## src/rtl/alu_pkg.sv

```systemverilog
// Shared definitions for pipe_alu: 4-bit opcode encodings and FSM state enum.
// The MUL state exists only when PIPE_ALU_MUL_EN is defined.
// Pure package, no logic.
package alu_pkg;

   localparam logic [3:0] OP_AND = 4'b0000;
   localparam logic [3:0] OP_OR  = 4'b0001;
   localparam logic [3:0] OP_ADD = 4'b0010;
   localparam logic [3:0] OP_SUB = 4'b0110;
   localparam logic [3:0] OP_SLT = 4'b0111;
   localparam logic [3:0] OP_NOR = 4'b1100;
   localparam logic [3:0] OP_MUL = 4'b1000;

   typedef enum logic [1:0] {
      ST_IDLE = 2'd0,
`ifdef PIPE_ALU_MUL_EN
      ST_MUL  = 2'd1,
`endif
      ST_DONE = 2'd2
   } state_t;

endpackage

```

## src/rtl/alu_mul_seq.sv

```systemverilog
// Iterative shift-add multiplier, low WIDTH bits of the unsigned product.
// Latency: start edge loads operands, then exactly WIDTH step edges; done rises on the last step.
// No backpressure: done and product hold until the next start.
module alu_mul_seq #(
   parameter int WIDTH = 32
) (
   input  logic             clk,
   input  logic             rst,
   input  logic             start,
   input  logic [WIDTH-1:0] a,
   input  logic [WIDTH-1:0] b,
   output logic             done,
   output logic [WIDTH-1:0] product
);

   localparam int CW = $clog2(WIDTH + 1);

   logic [WIDTH-1:0] mcand;
   logic [WIDTH-1:0] mplier;
   logic [CW-1:0]    cnt;
   logic             busy;

   // Load on start, then one add/shift step per cycle until WIDTH steps are done.
   always_ff @(posedge clk or posedge rst) begin
      if (rst) begin
         mcand   <= '0;
         mplier  <= '0;
         product <= '0;
         cnt     <= '0;
         busy    <= 1'b0;
         done    <= 1'b0;
      end else if (start) begin
         mcand   <= a;
         mplier  <= b;
         product <= '0;
         cnt     <= '0;
         busy    <= 1'b1;
         done    <= 1'b0;
      end else if (busy) begin
         if (mplier[0])
            product <= product + mcand;
         mcand  <= mcand << 1;
         mplier <= mplier >> 1;
         cnt    <= cnt + CW'(1);
         if (cnt == CW'(WIDTH - 1)) begin
            busy <= 1'b0;
            done <= 1'b1;
         end
      end
   end

endmodule

```

## src/rtl/pipe_alu.sv

```systemverilog
// Single-request ALU with valid/ready handshake; optional sequential MUL under PIPE_ALU_MUL_EN.
// Latency: 1 cycle for logic/arith/illegal ops, WIDTH+1 cycles for MUL.
// Backpressure: result held in DONE until out_ready; in_ready only in IDLE.
module pipe_alu
   import alu_pkg::*;
#(
   parameter int WIDTH = 32
) (
   input  logic             clk,
   input  logic             rst,
   input  logic             in_valid,
   output logic             in_ready,
   input  logic [WIDTH-1:0] left,
   input  logic [WIDTH-1:0] right,
   input  logic [3:0]       control,
   output logic             out_valid,
   input  logic             out_ready,
   output logic [WIDTH-1:0] out,
   output logic             zero,
   output logic             overflow,
   output logic             illegal
);

   state_t           state;
   logic [WIDTH-1:0] sum;
   logic [WIDTH-1:0] diff;
   logic [WIDTH-1:0] res;
   logic             res_ovf;
   logic             res_ill;

   assign sum  = left + right;
   assign diff = left - right;

`ifdef PIPE_ALU_MUL_EN
   logic             mul_start;
   logic             mul_done;
   logic [WIDTH-1:0] mul_product;

   assign mul_start = (state == ST_IDLE) && in_valid && (control == OP_MUL);

   alu_mul_seq #(.WIDTH(WIDTH)) u_mul (
      .clk     (clk),
      .rst     (rst),
      .start   (mul_start),
      .a       (left),
      .b       (right),
      .done    (mul_done),
      .product (mul_product)
   );
`endif

   // Single-cycle result from the live operands; only sampled on the accept edge.
   always_comb begin
      res     = '0;
      res_ovf = 1'b0;
      res_ill = 1'b0;
      case (control)
         OP_AND: res = left & right;
         OP_OR:  res = left | right;
         OP_ADD: begin
            res     = sum;
            res_ovf = (left[WIDTH-1] == right[WIDTH-1]) && (sum[WIDTH-1] != left[WIDTH-1]);
         end
         OP_SUB: begin
            res     = diff;
            res_ovf = (left[WIDTH-1] != right[WIDTH-1]) && (diff[WIDTH-1] != left[WIDTH-1]);
         end
         OP_SLT: res = {{(WIDTH-1){1'b0}}, ($signed(left) < $signed(right))};
         OP_NOR: res = ~(left | right);
         default: res_ill = 1'b1;
      endcase
   end

   // Control FSM with registered handshake and result outputs.
   always_ff @(posedge clk or posedge rst) begin
      if (rst) begin
         state     <= ST_IDLE;
         in_ready  <= 1'b1;
         out_valid <= 1'b0;
         out       <= '0;
         zero      <= 1'b0;
         overflow  <= 1'b0;
         illegal   <= 1'b0;
      end else begin
         case (state)
            ST_IDLE: begin
               if (in_valid) begin
                  in_ready <= 1'b0;
`ifdef PIPE_ALU_MUL_EN
                  if (control == OP_MUL) begin
                     state <= ST_MUL;
                  end else
`endif
                  begin
                     state     <= ST_DONE;
                     out_valid <= 1'b1;
                     out       <= res;
                     zero      <= (res == '0);
                     overflow  <= res_ovf;
                     illegal   <= res_ill;
                  end
               end
            end
`ifdef PIPE_ALU_MUL_EN
            ST_MUL: begin
               if (mul_done) begin
                  state     <= ST_DONE;
                  out_valid <= 1'b1;
                  out       <= mul_product;
                  zero      <= (mul_product == '0);
                  overflow  <= 1'b0;
                  illegal   <= 1'b0;
               end
            end
`endif
            ST_DONE: begin
               if (out_ready) begin
                  state     <= ST_IDLE;
                  out_valid <= 1'b0;
                  in_ready  <= 1'b1;
               end
            end
            default: begin
               state     <= ST_IDLE;
               out_valid <= 1'b0;
               in_ready  <= 1'b1;
            end
         endcase
      end
   end

endmodule

```

## config.mk

```make
export PLATFORM = sky130hd
export DESIGN_NAME = pipe_alu
export DESIGN_NICKNAME = d
export VERILOG_FILES = /design/src/rtl/alu_pkg.sv /design/src/rtl/alu_mul_seq.sv /design/src/rtl/pipe_alu.sv
export SDC_FILE = /design/constraint.sdc
export NUM_CORES = 1
export LEC_CHECK = 0
export BUFFER_PORTS_ARGS = -buffer_cell sky130_fd_sc_hd__clkbuf_2
export CAP_MARGIN = 15
export CORE_ASPECT_RATIO = 0.75
export CORE_MARGIN = 2
export CORE_UTILIZATION = 25
export CTS_CLUSTER_DIAMETER = 50
export DETAILED_ROUTE_END_ITERATION = 8
export GPL_ROUTABILITY_DRIVEN = 0
export PLACE_DENSITY = 0.49
export SYNTH_ARGS = -nofsm -noshare
export SYNTH_HDL_FRONTEND = slang
export SYNTH_SLANG_ARGS = --single-unit
```

## constraint.sdc

```tcl
create_clock -name clk -period 2.5 [get_ports clk]
set_input_delay 0.125 -clock clk [delete_from_list [all_inputs] [get_ports clk]]
set_output_delay 0.125 -clock clk [all_outputs]
set_load 0.02 [all_outputs]
```

### Yosys cells after proc, flatten, opt, wreduce, memory -nomap -nowiden

Cells that the tools add are included.

| storage, ports and cells | value |
|---|---|
| bits in registers | 39 |
| input port bits | 72 |
| output and inout bits | 37 |
| word-level logic and storage cells | 45 |

| cells by class | value |
|---|---|
| add/sub/neg operators | 2 |
| magnitude comparators | 1 |
| equal/unequal tests | 12 |
| muxes and demuxes | 12 |
| bitwise operators | 3 |
| reduce and logical (&&, ||, !) cells | 8 |

Operators by type and width:

| cell | count |
|---|---|
| case mux 32 bit (6 select lines) | 1 |
| adder 32 bit | 1 |
| AND 32 bit | 1 |
| logical NOT 32 bit | 1 |
| < comparator 32 bit | 1 |
| inverter 32 bit | 1 |
| OR 32 bit | 1 |
| subtractor 32 bit | 1 |
| == test 4 x 3 -> 1 bit, second input constant | 2 |
| case mux 1 bit (2 select lines) | 3 |
| OR reduction 6 bit | 1 |
| 2-to-1 mux 1 bit | 5 |
| == test 4 x 1 -> 1 bit, second input constant | 1 |
| == test 4 x 2 -> 1 bit, second input constant | 1 |
| == test 4 bit, second input constant | 1 |
| logical NOT 4 bit | 1 |
| 2-to-1 mux 2 bit | 2 |
| != test 2 bit, second input constant | 2 |
| case mux 2 bit (2 select lines) | 1 |
| AND reduction 2 bit | 2 |
| != test 1 bit | 3 |
| == test 2 bit, second input constant | 1 |
| logical AND 1 bit | 2 |
| logical NOT 2 bit | 1 |
| == test 1 bit | 1 |

### Logic depth before layout (Yosys ltp)

| depth | value |
|---|---|
| depth after elaboration | 4 |
| gate-level depth with buffers | 15 |

### Worst setup path after synthesis

Ideal clock, no wire load.

| timing path | value |
|---|---|
| path type | input to register |
| start point | input port left[0] |
| end point | register zero |
| library setup time | 103 ps |
| arrival time | 3075 ps |
| required time | 2397 ps |
| path slack | -679 ps |
| cell stages on the path | 15 |
| buffers on the path | 0 |
| path through | inv_1 > ha_1 > fa_1 > nor2_1 > o311ai_2 > a2111oi_2 > nor3b_2 > o311ai_2 > and4_1 > o21ai_2 > nor4_2 > nand4_1 > and4bb_1 > nand4_1 > o41ai_2 |

| on the way | value |
|---|---|
| longest elaborated chain between the ends | 4 |
| elaborated cells on any way between the ends | 8 |
| those cells by class | add/sub: 2; order compare: 1; mux: 1; bitwise: 3; reduce/logical: 1 |

RTL lines:

| what | line | source |
|---|---|---|
| start: declaration | pipe_alu.sv:13 | `input logic [WIDTH-1:0] left,` |
| parallel branches: the longest is 2 deep, another holds subtractor 32 bit | -- |  |
| case mux 32 bit (6 select lines) (*) | pipe_alu.sv:57 | `case (control)` |
| logical NOT 32 bit (*) | pipe_alu.sv:98 | `zero <= (res == '0);` |
| end signal: assignment | pipe_alu.sv:98 |  |
| end: declaration | pipe_alu.sv:19 | `output logic zero,` |

Mark *: on every way between the ends.
A chain may end at the register's enable or synchronous reset.

### Worst setup path in the final report

Ends and elaborated chain as after synthesis.

==> impl_metrics.toml <==
[layout]
drive_gt1_share_pct = 45.5
fillers = 2754
multi_input_area_um2 = 6060
syn_to_final_growth_pct = 66.6
seqCellArea_um2 = 927
antenna_cells = 0
fin_area_um2 = 11300
fin_nets = 1522

[grt]
grt_use_total_pct = 19.5
antenna_found_initial = 0
grt_pass1_wl_um = 44900
grt_max_degree = 45
grt-ovfl-total = 0
grt_pass1_vias = 8182

[worst_setup_path]
cp_max_fo = 3
cp-end-kind = "register"
crit_type = "in -> reg"
rr_startpoint = "out_valid"
critPathLaunchType = "input port"
startpoint = "left[0]"
cp_data_arrival_time_ps = 3280
required_ps = 2670

[synthesis]
postSynthAreaPerCell_um2 = 7.21
synth_simple_gate_area_share_pct = 19.7
synthCells = 941
syn_nets = 1117
synth_compound_area_share_pct = 34.5
ys_seq_area_share_pct = 13.7
synthXorXnorAreaFrac_pct = 2.33
synth_edf_count = 0
ys_ff_latch = 37
syn_area_um2 = 6780
ys_types = 83
synth_fa_ha_area_share_pct = 19.4
synthArstFlopShare_pct = 100
ys_dominant_reg_cell = "dfrtp_1"
synth_mux_area_share_pct = 0.627
synth_top_family_by_area = "compound AO/OA/AOI/OAI gates"
yosys_warnings = 0

[timing]
rsz0062_at_grt = "yes"
fin_setup_tns_ps = -2900
worst_pin_slew_ps = 605
fmax_ghz = 0.322
slew_headroom_pct = 59.5
setup_ws_ps = -610
skew_ps = 3.01
finalCriticalPeriod_ps = 3110
final-hold-violation-count = 0
slew_viol_final = 0
setup_viol = 11
finalCritPeriodShare_pct = 124

[clock_network]
clock_latency_ps = 280
cts_htree_levels = 2
clk_path_buf_depth = 2
clkTransAtPathRegs_ps = 60
cts_tree = "built"
cts_root_buffer = "clkbuf_16"
cts.sinks = 37
cts_buffers = 5

[floorplan]
core_um2 = 26800
fp.dieH_um = 147
initial_utilization_pct = 25.3
num_io_pins = 109
chipWidth_um = 194
rows = 52
dieArea_um2 = 28500

[detailed_routing]
viasPerCell = 5.07
num_vias = 8615
drtPass1Iterations = 5
drtIter0Drc = 695
routed_wl_um = 29200
drt-met1-wl_um = 14700
dr_wl_met3_um = 2540
avgRoutedWirePerCell_um = 17.2
dr.max_layer_used = "met4"
ant_nets = 0
drc = 0
route.met2.wl_um = 11500

[power_and_ir_drop]
power_leakage_nw = 5.48
irDropWorstVdd_mv = 0.726
power_density_nw_per_um2 = 367

[min_path]
hp-class = "in -> reg"
min_from = "in_valid"

[placed_design]
hpwlAfterDp_um = 24000
placed_area_um2 = 10100
dp_worst_setup_slack_ps = -1060
io_buffers = 108

[run_status]
status = "finished, violations left"
violations = "setup timing"

[run]
cap_violations = 0
[stage by stage]
step	util (%)	hold slack (ps)	instances	total power [mW]
2_1_floorplan	-	188	941	1.92
5_1_grt	42.1	26.1	1698	4.40
3_5_place_dp	37.5	246	1669	3.04
3_3_place_gp	37.5	243	1669	3.02
4_1_cts	40.3	19.5	1685	3.96
6_report	42.1	21.9	1698	4.15
[synth_stat cells, types with 11 or more instances]
library cell / number / area (um2)
a221o_1: 20 / 200
nor2_1: 86 / 323
o21a_1: 12 / 90.1
clkbuf_1: 38 / 143
xnor2_1: 15 / 131
nand4_1: 11 / 68.8
o21ai_0: 57 / 285
o211ai_1: 12 / 90.1
nor3_1: 21 / 105
nand2_1: 93 / 349
a21o_1: 13 / 97.6
o21bai_1: 11 / 82.6
o31ai_1: 20 / 150
ha_1: 102 / 1280
a31oi_1: 15 / 93.8
dfrtp_1: 36 / 901
nand3_1: 15 / 75.1
a221oi_1: 16 / 140
a21oi_1: 90 / 450
inv_1: 100 / 375
[routing by layer]
layer,vias to the layer above,GRT usage [%]
met5,-,0
met4,0,3.60
met3,36,3.56
met2,322,27.5
met1,4047,30.4
li1,4210,-
[state kept, by name, summed over array words and instances (netlist names)]
| signal | count |
|---|---|
| zero | 1 |
| overflow | 1 |
| out | 32 |
| out_valid | 1 |
| in_ready | 1 |
| illegal | 1 |
[path summary, 6_finish.rpt]
path / slack, ps / cells past startpoint / endpoint
min reg2reg: 480 / 2 / out[26]
max reg2reg: 50 / 12 / zero
min in group asynchronous: 490 / 4 / out[10]
max in group asynchronous: 1660 / 4 / in_ready
min: 20 / 2 / in_ready
max: -610 / 17 / zero
[where the power goes]
part	switching, mW	internal [mW]
sequential	0.0604	0.697
combinational	1.41	1.25
clock	0.233	0.497
total	1.71	2.44
[logic make-up after synthesis]
group | after synthesis
xor gates and xnor gates | 18
buffers and inverters | 157
and+or+nand+nor | 283
AOI/OAI and AO/OA | 338
DFF | 37
muxes | 4
adders and majority gates | 104
[final cells by class]
class                           count  area share [%]
Clock inverter                      2           0.332
Timing Repair Buffer              454            29.2
Tap cell                          351            3.89
Inverter                          101            3.46
Clock buffer                        6            1.23
Sequential cell                    37            8.21
Multi-Input combinational cell    747            53.6
[critical path, cell delays in order]
cell	delay (ps)
clkbuf_16	130
inv_6	50
ha_4	150
fa_2	240
nor2_4	50
o311ai_4	360
a31oi_4	180
a21o_1	200
a21oi_1	220
nor3b_1	90
a311oi_1	330
buf_4	180
o2111a_1	170
nand4_1	130
and4bb_1	320
nand4_1	110
o41ai_2	220
[what timing repair did]
action                     4_1_cts  5_1_grt
setup endpoints to repair       19       22
gates cloned                     0        0
setup buffers                   14       17
hold buffers                     1        0
gates resized for setup        109       80
pin swaps                       42       61
hold endpoints to repair        36        0
[layout by cell type, fill, tap and decap left out, drive strengths merged, types with 17 or more instances in the layout]
cell type and count:
a21oi 92, a221o 20, ha 102, o31ai 21, dfrtp 36, buf 349
inv 99, nand2 93, nor2 88, o21ai 62, a221oi 17, nor3 21
clkbuf 110
(Power assumes the default switching activity.)
